$ cat src/rtl/tmr_pkg.sv
`default_nettype none
// ============================================================================
// Module   : tmr_pkg
// Brief    : Shared majority function and default counter width for TMR voting
// Revision : 1.0 - initial release
// ============================================================================
package tmr_pkg;

  localparam int c_CNT_W_DEFAULT = 16;

  function automatic logic maj3(input logic a, input logic b, input logic c);
    return (a & b) | (b & c) | (a & c);
  endfunction

endpackage
`default_nettype wire

$ cat src/rtl/tmr_err_counter.sv
`default_nettype none
// ============================================================================
// Module   : tmr_err_counter
// Brief    : Saturating per-lane disagreement counter with synchronous clear
// Revision : 1.0 - initial release
// ============================================================================
module tmr_err_counter #(
  parameter int CNT_W = 16
) (
  input  logic             clk,
  input  logic             rst_n,
  input  logic             inc,
  input  logic             clr,
  output logic [CNT_W-1:0] count
);

  localparam logic [CNT_W-1:0] c_MAX = {CNT_W{1'b1}};

  logic [CNT_W-1:0] r_count;
  logic             w_sat;

  assign w_sat = (r_count == c_MAX);

  // Clear takes priority over a same-cycle increment.
  always_ff @(posedge clk or negedge rst_n) begin
    if (!rst_n) begin
      r_count <= '0;
    end else if (clr) begin
      r_count <= '0;
    end else if (inc && !w_sat) begin
      r_count <= r_count + 1'b1;
    end
  end

  assign count = r_count;

endmodule
`default_nettype wire

$ cat src/rtl/triple_voter.sv
`default_nettype none
// ============================================================================
// Module   : triple_voter
// Brief    : Bit-level TMR majority voter with sticky lane-fault flags and
//            saturating per-lane disagreement counters
// Revision : 1.0 - initial release
// ============================================================================
module triple_voter
  import tmr_pkg::*;
#(
  parameter int CNT_W = c_CNT_W_DEFAULT
) (
  input  logic             clk,
  input  logic             rst_n,
  input  logic             a,
  input  logic             b,
  input  logic             c,
  output logic             y,
  input  logic             clr,
  output logic             y_q,
  output logic             mismatch,
  output logic [2:0]       fault_abc,
  output logic [CNT_W-1:0] err_cnt_a,
  output logic [CNT_W-1:0] err_cnt_b,
  output logic [CNT_W-1:0] err_cnt_c
);

  logic             w_y;
  logic [2:0]       w_lanes;
  logic [2:0]       w_lane_err;
  logic [CNT_W-1:0] w_cnt [3];

  logic             r_y_q;
  logic             r_mismatch;
  logic [2:0]       r_fault;

  // The vote stays live during reset so downstream logic never loses the signal.
  assign w_y        = maj3(a, b, c);
  assign w_lanes    = {c, b, a};
  assign w_lane_err = w_lanes ^ {3{w_y}};
  assign y          = w_y;

  always_ff @(posedge clk or negedge rst_n) begin
    if (!rst_n) begin
      r_y_q      <= 1'b0;
      r_mismatch <= 1'b0;
    end else begin
      r_y_q      <= w_y;
      r_mismatch <= !((a == b) && (b == c));
    end
  end

  always_ff @(posedge clk or negedge rst_n) begin
    if (!rst_n) begin
      r_fault <= 3'b000;
    end else if (clr) begin
      r_fault <= 3'b000;
    end else begin
      r_fault <= r_fault | w_lane_err;
    end
  end

  for (genvar gi = 0; gi < 3; gi++) begin : g_lane_cnt
    tmr_err_counter #(
      .CNT_W (CNT_W)
    ) u_cnt (
      .clk   (clk),
      .rst_n (rst_n),
      .inc   (w_lane_err[gi]),
      .clr   (clr),
      .count (w_cnt[gi])
    );
  end

  assign y_q       = r_y_q;
  assign mismatch  = r_mismatch;
  assign fault_abc = r_fault;
  assign err_cnt_a = w_cnt[0];
  assign err_cnt_b = w_cnt[1];
  assign err_cnt_c = w_cnt[2];

endmodule
`default_nettype wire

$ cat config.mk
export PLATFORM = sky130hd
export DESIGN_NAME = triple_voter
export DESIGN_NICKNAME = d
export VERILOG_FILES = /design/src/rtl/tmr_pkg.sv /design/src/rtl/tmr_err_counter.sv /design/src/rtl/triple_voter.sv
export SDC_FILE = /design/constraint.sdc
export NUM_CORES = 1
export LEC_CHECK = 0
export ABC_AREA = 1
export CAP_MARGIN = 25
export CORE_AREA = 8 8 96 98
export DETAILED_ROUTE_END_ITERATION = 7
export DIE_AREA = 0 0 104 106
export PLACE_DENSITY_LB_ADDON = 0.2
export SYNTH_ARGS = -nofsm -noshare
export SYNTH_HDL_FRONTEND = slang
export SYNTH_SLANG_ARGS = --single-unit
export TNS_END_PERCENT = 50
$ cat constraint.sdc
create_clock -name clk -period 1.6 [get_ports clk]
set_clock_uncertainty 0.1 [all_clocks]
set_input_delay 0.32 -clock clk [delete_from_list [all_inputs] [get_ports clk]]
set_output_delay 0.32 -clock clk [all_outputs]
set_load 0.01 [all_outputs]
# Yosys cells after proc, flatten, opt, wreduce, memory -nomap -nowiden
# Index checks and enable logic that the tools add are counted.
[op_classes] n_addsub=3 n_eq_ne=5 mux=7 n_bitwise=7 n_reduce_logical=11
[ops] op="$mux 16" n=6
[ops] op="$add 16x1->16 const B" n=3
[ops] op="$eq 16x16->1 const B" n=3
[ops] op="$reduce_bool 2->1" n=3
[ops] op="$logic_and 1x1->1" n=4
[ops] op="$logic_not 1->1" n=4
[ops] op="$and 1x1->1" n=3
[ops] op="$mux 3" n=1
[ops] op="$or 3x3->3" n=1
[ops] op="$xor 3x3->3" n=1
[ops] op="$eq 1x1->1" n=2
[ops] op="$or 1x1->1" n=2
[word_totals] register_bits=53 input_bits=6 output_inout_bits=54 word_cells=39

# Depth between registers and ports, before layout
# Gate-level depths: netlist of run 1.
[logic_depth] word_depth=7 depth_mapped=10 mapped_depth_nobuf=10

# Hierarchy
# From an unflattened synthesis of run 1, not the netlist that was laid out.
[unflattened] hier_cells=477 area_unflattened_um2=3357.0
[modules_own_cells] mod="tmr_err_counter" n_inst=3 cells_per_inst=147 area_per_inst_um2=1026.0 seq_area_each_um2=400.4
[modules_own_cells] mod="triple_voter" n_inst=1 cells_per_inst=36 area_per_inst_um2=279.0 seq_area_each_um2=125.1

# Least setup slack after synthesis of run 1
# No wires, ideal clock.
[synth_path] kind="reg2reg" start="register g_lane_cnt[2].u_cnt.r_count[0]" end="register g_lane_cnt[2].u_cnt.r_count[11]" arrival_ps=1484 t_required_ps=1382 setup_slack_ps=-103 path_stages_with_launch=11 n_path_buf=1 path_cell_list="dfrtp_1 ha_1 nand2_1 nor2_1 nand2_1 nor2_2 nor2_2 nor2_4 buf_6 nand2_1 nand2_1"
[synth_between] elab_chain_cells=4 word_cells_on_any_way=7 cone_classes="1 x add/sub; 1 x eq/ne; 2 x mux; 3 x reduce/logical"
[synth_lines] element="from (decl)" line_no="tmr_err_counter.sv:19" text="logic [CNT_W-1:0] r_count;"
[synth_lines] element="from (signal assigned)" line_no="tmr_err_counter.sv:31" text="r_count <= r_count + 1'b1;"
[synth_lines] element="parallel branches: the longest is 4 deep, another holds $add 16x1->16"
# Parallel ways; which one is timed is not known. The select of a mux whose other input is x is not followed.
# A chain may end at the register's enable or synchronous reset.

# Worst setup path after layout of run 1
[layout_path] start="register g_lane_cnt[0].u_cnt.r_count[1]" end="register g_lane_cnt[0].u_cnt.r_count[8]"
[layout_between] elab_chain_cells=4 word_cells_on_any_way=7 cone_classes="1 x add/sub; 1 x eq/ne; 2 x mux; 3 x reduce/logical"
[layout_lines] element="from (decl)" line_no="tmr_err_counter.sv:19"
[layout_lines] element="from (signal assigned)" line_no="tmr_err_counter.sv:31"
[layout_lines] element="parallel branches: the longest is 4 deep, another holds $add 16x1->16"
# Parallel ways; which one is timed is not known. The select of a mux whose other input is x is not followed.

==> run metrics, run 1 <==
final net count=664; dominant combinational cell family by area after synthesis=simple AND/OR/NAND/NOR gates; final hold viol count=0; starting DRC count in detailed routing=122; H-tree levels=2; Synth Area in Compound Gates=4.50%; VDD IR max=0.381 mV; Critical Setup Path Class=reg2reg; Initial Utilization=43.2%; routed length per instance=13.4 microns; source of the worst register-to-register timing path=g_lane_cnt[0].u_cnt.count[1]; shortest clock period the worst path allows after layout=1.60 ns; Worst Hold Launch=b; P_leak=2.88 nW; final cell utilization of the core=64.6%; fraction of the cycle the final worst path needs=99.7%; drc violations=0; outcome=complete, no violations; transition time of the tightest slew-check pin=0.332 ns; adder-cell share of the synthesized area=1.84%; worst flop-to-flop path endpoint=g_lane_cnt[0].u_cnt.count[8]; DP Wirelength=6960 microns; fraction of layout cells with a size suffix above 1=26.9%; worst-case setup slack after placement=-0.603 ns; count of unique library cells instantiated by Yosys=20; # IOs=60; Placed Cells incl. Taps=717; clock tree sinks=53; Worst Setup Start Kind=register; number of standard-cell rows in the floorplan=33; post-route antenna net violation count=0; sink of the worst hold path=mismatch; vias in the first global route=3667; maximum fanout along the worst path=12; mux cell area share after synthesis=0%; mapped cell area=3390 sq um; max-cap viol count=0; pin count of the biggest net entering global routing=43; Yosys top cell by area=sky130_fd_sc_hd__dfrtp_1; diode count=0; sum of overflow across all layers after global routing=0; Critical Path Sink Type=register; PwrDens=562 nW/um^2; clock tree buffer depth=2; antenna violations before repair=0; number of slew-limit violations in the final report=0; Fmax=0.627 GHz; DR pass1 iterations=4; net count after synthesis=516; first-pass GRT wire length=16600 microns; insertion delay of the later-clocked pin in the worst-skew pair=0.32 ns; Core Box Area=7850 sq um; count of cells along the worst register-to-register path=10; Min-Delay Path Class=in2reg; Synth-to-Final Area Change=49.5%; Warnings, synthesis=0; CTS root buf=sky130_fd_sc_hd__clkbuf_8; number of setup violations in the final report=0; FF+latch count, synth=53; number of vias per cell after detailed routing=4.87; DIE AREA=11000 sq um; Post-Syn Instances=505; Total Routing Usage GR=17.7%; cells taking the most area after synthesis=sky130_fd_sc_hd__dfrtp_1, sky130_fd_sc_hd__nand2_1, sky130_fd_sc_hd__nand3_1; clk slew on worst S/H paths=0.12 ns; fraction of synthesized cell area taken by the top area cell type=39.1%; cell depth of the worst min-delay path=3; sequential fraction of the synthesis area=39.1%; Max transition margin=77.8%; Crit path required time=1.75 ns; CTS tree=yes; Die Y=106 microns; RSZ-0062 raised after global routing=true; fraction of the mapped netlist area in simple logic gates=43.2%; Reg2Reg Setup Slack=0.005 ns; width of the die=104 microns; data arrival time of the critical path=1.75 ns; synthesized area per cell=6.72 sq um; routability congestion estimate=0.870; number of buffers added by the clock tree synthesis step=5; number of standard cells in the layout, taps in and fillers out=759; Routed WL=10200 microns; parity-gate share of the synthesized area counting xor and xnor cells=3.10%; I/O Buffers=59; Worst Setup Slack, final=0.00485 ns; via count of the routed design=3697
-- what timing repair did --
action	in CTS	in global routing
setup buffers	21	11
setup endpoints to repair	104	55
hold buffers	1	0
gates resized for setup	85	51
endpoints found under the hold margin	11	0
pin swaps	7	15
gates cloned	0	1
-- sequential cells by signal, indices dropped and copies added, names as in the netlist --
name / count
g_lane_cnt.u_cnt.count: 48
mismatch: 1
fault_abc: 3
y_q: 1
-- area by class of cell --
type | count | area [sq um]
fill | 695 | 2770
multi-input combinational | 383 | 1970
sequential | 53 | 1340
timing repair buffer | 147 | 1270
inverter | 63 | 241
tap | 105 | 131
clock buffer | 5 | 68.8
clock inverter | 3 | 46.3
-- logic make-up (layout without fill, tap and decap cells) --
kind of cell / Yosys count / in the layout
DFF: 53 / 53
buffers and inverters: 69 / 218
and+or+nand+nor: 340 / 340
AOI/OAI and AO/OA: 26 / 26
xor gates and xnor gates: 12 / 12
adders and majority gates: 5 / 5
-- layer usage --
layer | part of all wire, % | wire length [microns] | up-vias | global-route usage [%]
met5 | 0 | 0 | - | 0
met4 | 1.3 | 131 | 0 | 6.72
met3 | 3.5 | 352 | 9 | 2.90
met2 | 52 | 5320 | 61 | 32.0
met1 | 43 | 4370 | 1747 | 20.5
li1 | - | - | 1880 | -
-- cells in the mapped netlist, drive strengths merged --
library cell,number
dfrtp,53
nor2,54
o21ai,17
xor2,12
ha,5
nor3,1
nand3,46
nand3b,1
o21bai,9
clkbuf,3
or2,1
buf,3
inv,63
nand2,218
nand4,19
-- critical path, stage by stage, from the launching register on --
cell and delay [ns]:
sky130_fd_sc_hd__dfrtp_1 0.38, sky130_fd_sc_hd__ha_2 0.18, sky130_fd_sc_hd__nand2_1 0.07, sky130_fd_sc_hd__nor2_1 0.12, sky130_fd_sc_hd__nand2_2 0.11, sky130_fd_sc_hd__nor2_4 0.15, sky130_fd_sc_hd__nor2_4 0.06, sky130_fd_sc_hd__nor2_4 0.10
sky130_fd_sc_hd__buf_12 0.14, sky130_fd_sc_hd__nand2_1 0.05, sky130_fd_sc_hd__nand2_1 0.06
-- cell usage in the layout (no fill, tap or decap), types with 2 or more instances in the layout --
| cell type | instances |
|---|---|
| sky130_fd_sc_hd__o21ai_0 | 7 |
| sky130_fd_sc_hd__ha_2 | 4 |
| sky130_fd_sc_hd__nand3_2 | 3 |
| sky130_fd_sc_hd__inv_1 | 56 |
| sky130_fd_sc_hd__buf_12 | 5 |
| sky130_fd_sc_hd__o21bai_1 | 9 |
| sky130_fd_sc_hd__buf_6 | 4 |
| sky130_fd_sc_hd__nand3_1 | 43 |
| sky130_fd_sc_hd__nor2_2 | 8 |
| sky130_fd_sc_hd__nor2_1 | 33 |
| sky130_fd_sc_hd__o21ai_1 | 10 |
| sky130_fd_sc_hd__nand2_1 | 188 |
| sky130_fd_sc_hd__inv_2 | 5 |
| sky130_fd_sc_hd__dfrtp_2 | 11 |
| sky130_fd_sc_hd__nand2_2 | 23 |
| sky130_fd_sc_hd__nand4_1 | 19 |
| sky130_fd_sc_hd__xor2_1 | 12 |
| sky130_fd_sc_hd__dfrtp_1 | 42 |
| sky130_fd_sc_hd__nor2_4 | 13 |
| sky130_fd_sc_hd__dlygate4sd2_1 | 54 |
| sky130_fd_sc_hd__clkbuf_8 | 5 |
| sky130_fd_sc_hd__nand2_4 | 7 |
| sky130_fd_sc_hd__buf_4 | 78 |
| sky130_fd_sc_hd__inv_4 | 2 |
-- report_power, final --
| group | total (W) | switching, W | internal [W] |
|---|---|---|---|
| combinational | 0.000496 | 0.000278 | 0.000219 |
| sequential | 0.00139 | 0.0000200 | 0.00137 |
| clock | 0.000967 | 0.000497 | 0.000470 |
-- how the worst max path moves through the flow --
stage	end	depth (start not counted)	slack (ns)	from
after floorplan	g_lane_cnt[0].u_cnt.count[7]	10	-0.009	g_lane_cnt[0].u_cnt.count[1]
after global placement	y	5	-0.56	b
after detailed placement	g_lane_cnt[0].u_cnt.count[1]	11	-0.60	b
after CTS	g_lane_cnt[2].u_cnt.count[8]	9	-0.03	g_lane_cnt[2].u_cnt.count[0]
after global routing	g_lane_cnt[0].u_cnt.count[9]	10	-0.1	g_lane_cnt[0].u_cnt.count[2]
final	g_lane_cnt[0].u_cnt.count[8]	10	0.005	g_lane_cnt[0].u_cnt.count[1]
-- through the flow --
step,area [sq um],setup TNS [ns],hold slack [ns],power [W]
after detailed placement,4540,-25.89,0.132,0.00187
after global placement,4540,-23.24,0.131,0.00186
after global routing,5070,-2.56,0.305,0.00298
after CTS,4800,-0.0412,0.329,0.00283
final,5070,0,0.290,0.00285
after floorplan,3410,-0.0483,-0.0756,0.00160
(Power assumes the default switching activity.)
==> run 2, diff against run 1 <==
Settings changed: CTS_CLUSTER_DIAMETER from default to 200.
Clock period 1.6 ns to 1.4 ns, I/O delays scaled along.
==> run metrics, run 2 (synthesized netlist as in run 1, its figures left out) <==
outcome=finished, violations left; violated checks=negative setup slack; max-cap viol count=0; Placed Cells incl. Taps=771; insertion delay of the later-clocked pin in the worst-skew pair=0.31 ns; final net count=716; fraction of the cycle the final worst path needs=117%; Synth-to-Final Area Change=60.8%; DIE AREA=11000 sq um; Worst Setup Slack, final=-0.236 ns; PwrDens=602 nW/um^2; antenna violations before repair=0; clk slew on worst S/H paths=0.11 ns; via count of the routed design=3912; RSZ-0062 raised after global routing=true; clock tree sinks=53; drc violations=0; sum of overflow across all layers after global routing=0; routed length per instance=13.2 microns; final hold viol count=0; most common cell after layout, fill and taps aside=sky130_fd_sc_hd__nand2_1; maximum fanout along the worst path=12; data arrival time of the critical path=1.74 ns; number of standard cells in the layout, taps in and fillers out=811; DP Wirelength=7520 microns; fraction of layout cells with a size suffix above 1=36.8%; number of vias per cell after detailed routing=4.82; number of buffers added by the clock tree synthesis step=5; P_leak=3.04 nW; first-pass GRT wire length=18000 microns; worst-case setup slack after placement=-0.710 ns; pin count of the biggest net entering global routing=54; diode count=0; Worst Setup Start Kind=register; Routed WL=10700 microns; shortest clock period the worst path allows after layout=1.64 ns; PnR Total Power=0.00328 W; Total Routing Usage GR=19.2%; cell area reported after detailed placement=4940 sq um; transition time of the tightest slew-check pin=0.294 ns; Initial Utilization=43.2%; final total negative setup slack=-7.19 ns; Core Box Area=7850 sq um; Fmax=0.611 GHz; Critical Setup Path Class=reg2reg; VDD IR max=0.519 mV; CTS tree=yes; number of setup violations in the final report=48; fillcell total=674; clock tree buffer depth=2; H-tree levels=2; I/O Buffers=59; CTS root buf=sky130_fd_sc_hd__clkbuf_8; most frequent cells in the layout=sky130_fd_sc_hd__nand2_1, sky130_fd_sc_hd__buf_4, sky130_fd_sc_hd__inv_1; vias in the first global route=3988; max reg flops=48; number of slew-limit violations in the final report=0; Max transition margin=80.4%; starting DRC count in detailed routing=117; Reg2Reg Setup Slack=-0.24 ns; width of the die=104 microns; post-route antenna net violation count=0; final design instance area without fill=5460 sq um; Critical Path Sink Type=register; Die Y=106 microns; number of standard-cell rows in the floorplan=33; routability congestion estimate=0.828; DR pass1 iterations=6; Min-Delay Path Class=in2reg; # IOs=60; Crit path required time=1.50 ns
==> run 2: what timing repair did <==
item,in CTS,in global routing
hold buffers,1,0
setup buffers,26,6
resized for setup,205,57
pin swaps,9,17
cloned,1,0
endpoints found under the setup margin,105,80
endpoints found under the hold margin,53,0
==> run 2: layout make-up <==
cell class,count,area [sq um],share of cell area [%]
clock buffer,6,72.6,1.33
tap,105,131,2.41
clock inverter,2,38.8,0.711
inverter,63,239,4.38
timing repair buffer,199,1620,29.7
multi-input combinational,383,2020,37.1
sequential,53,1330,24.4
==> run 2: metrics by stage <==
stage	util (%)	hold WS (ns)
3_3_place_gp	63.0	0.199
4_1_cts	67.5	0.367
5_1_grt	69.5	0.220
2_1_floorplan	-	-0.116
6_report	69.5	0.220
3_5_place_dp	63.0	0.202
==> run 2: worst paths after layout <==
kind	start	endpoint	cells past startpoint
worst max-delay path	g_lane_cnt[1].u_cnt.count[1]	g_lane_cnt[1].u_cnt.count[12]	11
worst min-delay path	a	mismatch	3
worst max register to register	g_lane_cnt[1].u_cnt.count[1]	g_lane_cnt[1].u_cnt.count[12]	11
worst min register to register	fault_abc[1]	fault_abc[1]	2
max in group asynchronous	rst_n	g_lane_cnt[1].u_cnt.count[12]	3
min in group asynchronous	rst_n	g_lane_cnt[0].u_cnt.count[12]	3
==> run 2: worst max-delay path: stages (launching register included) <==
cell                      delay, ns
sky130_fd_sc_hd__dfrtp_1       0.42
sky130_fd_sc_hd__buf_6         0.13
sky130_fd_sc_hd__ha_4          0.16
sky130_fd_sc_hd__nand2_4       0.06
sky130_fd_sc_hd__nor2_4        0.05
sky130_fd_sc_hd__nand2_4       0.09
sky130_fd_sc_hd__nor2_4        0.04
sky130_fd_sc_hd__nor2_4        0.17
sky130_fd_sc_hd__nor2_4        0.05
sky130_fd_sc_hd__buf_12        0.14
sky130_fd_sc_hd__nand2_1       0.06
sky130_fd_sc_hd__nand2_1       0.04
==> run 2: power by group <==
group / internal [W] / switching [W]
clock network: 0.000539 / 0.000545
logic: 0.000275 / 0.000336
registers: 0.00156 / 0.0000231
total: 0.00238 / 0.000905
==> run 2: per-layer routing <==
layer  wire (microns)  global-route usage [%]
met1             4610                    21.9
met2             5510                    35.8
met3              375                    3.81
met4              205                    5.27
met5                0                       0
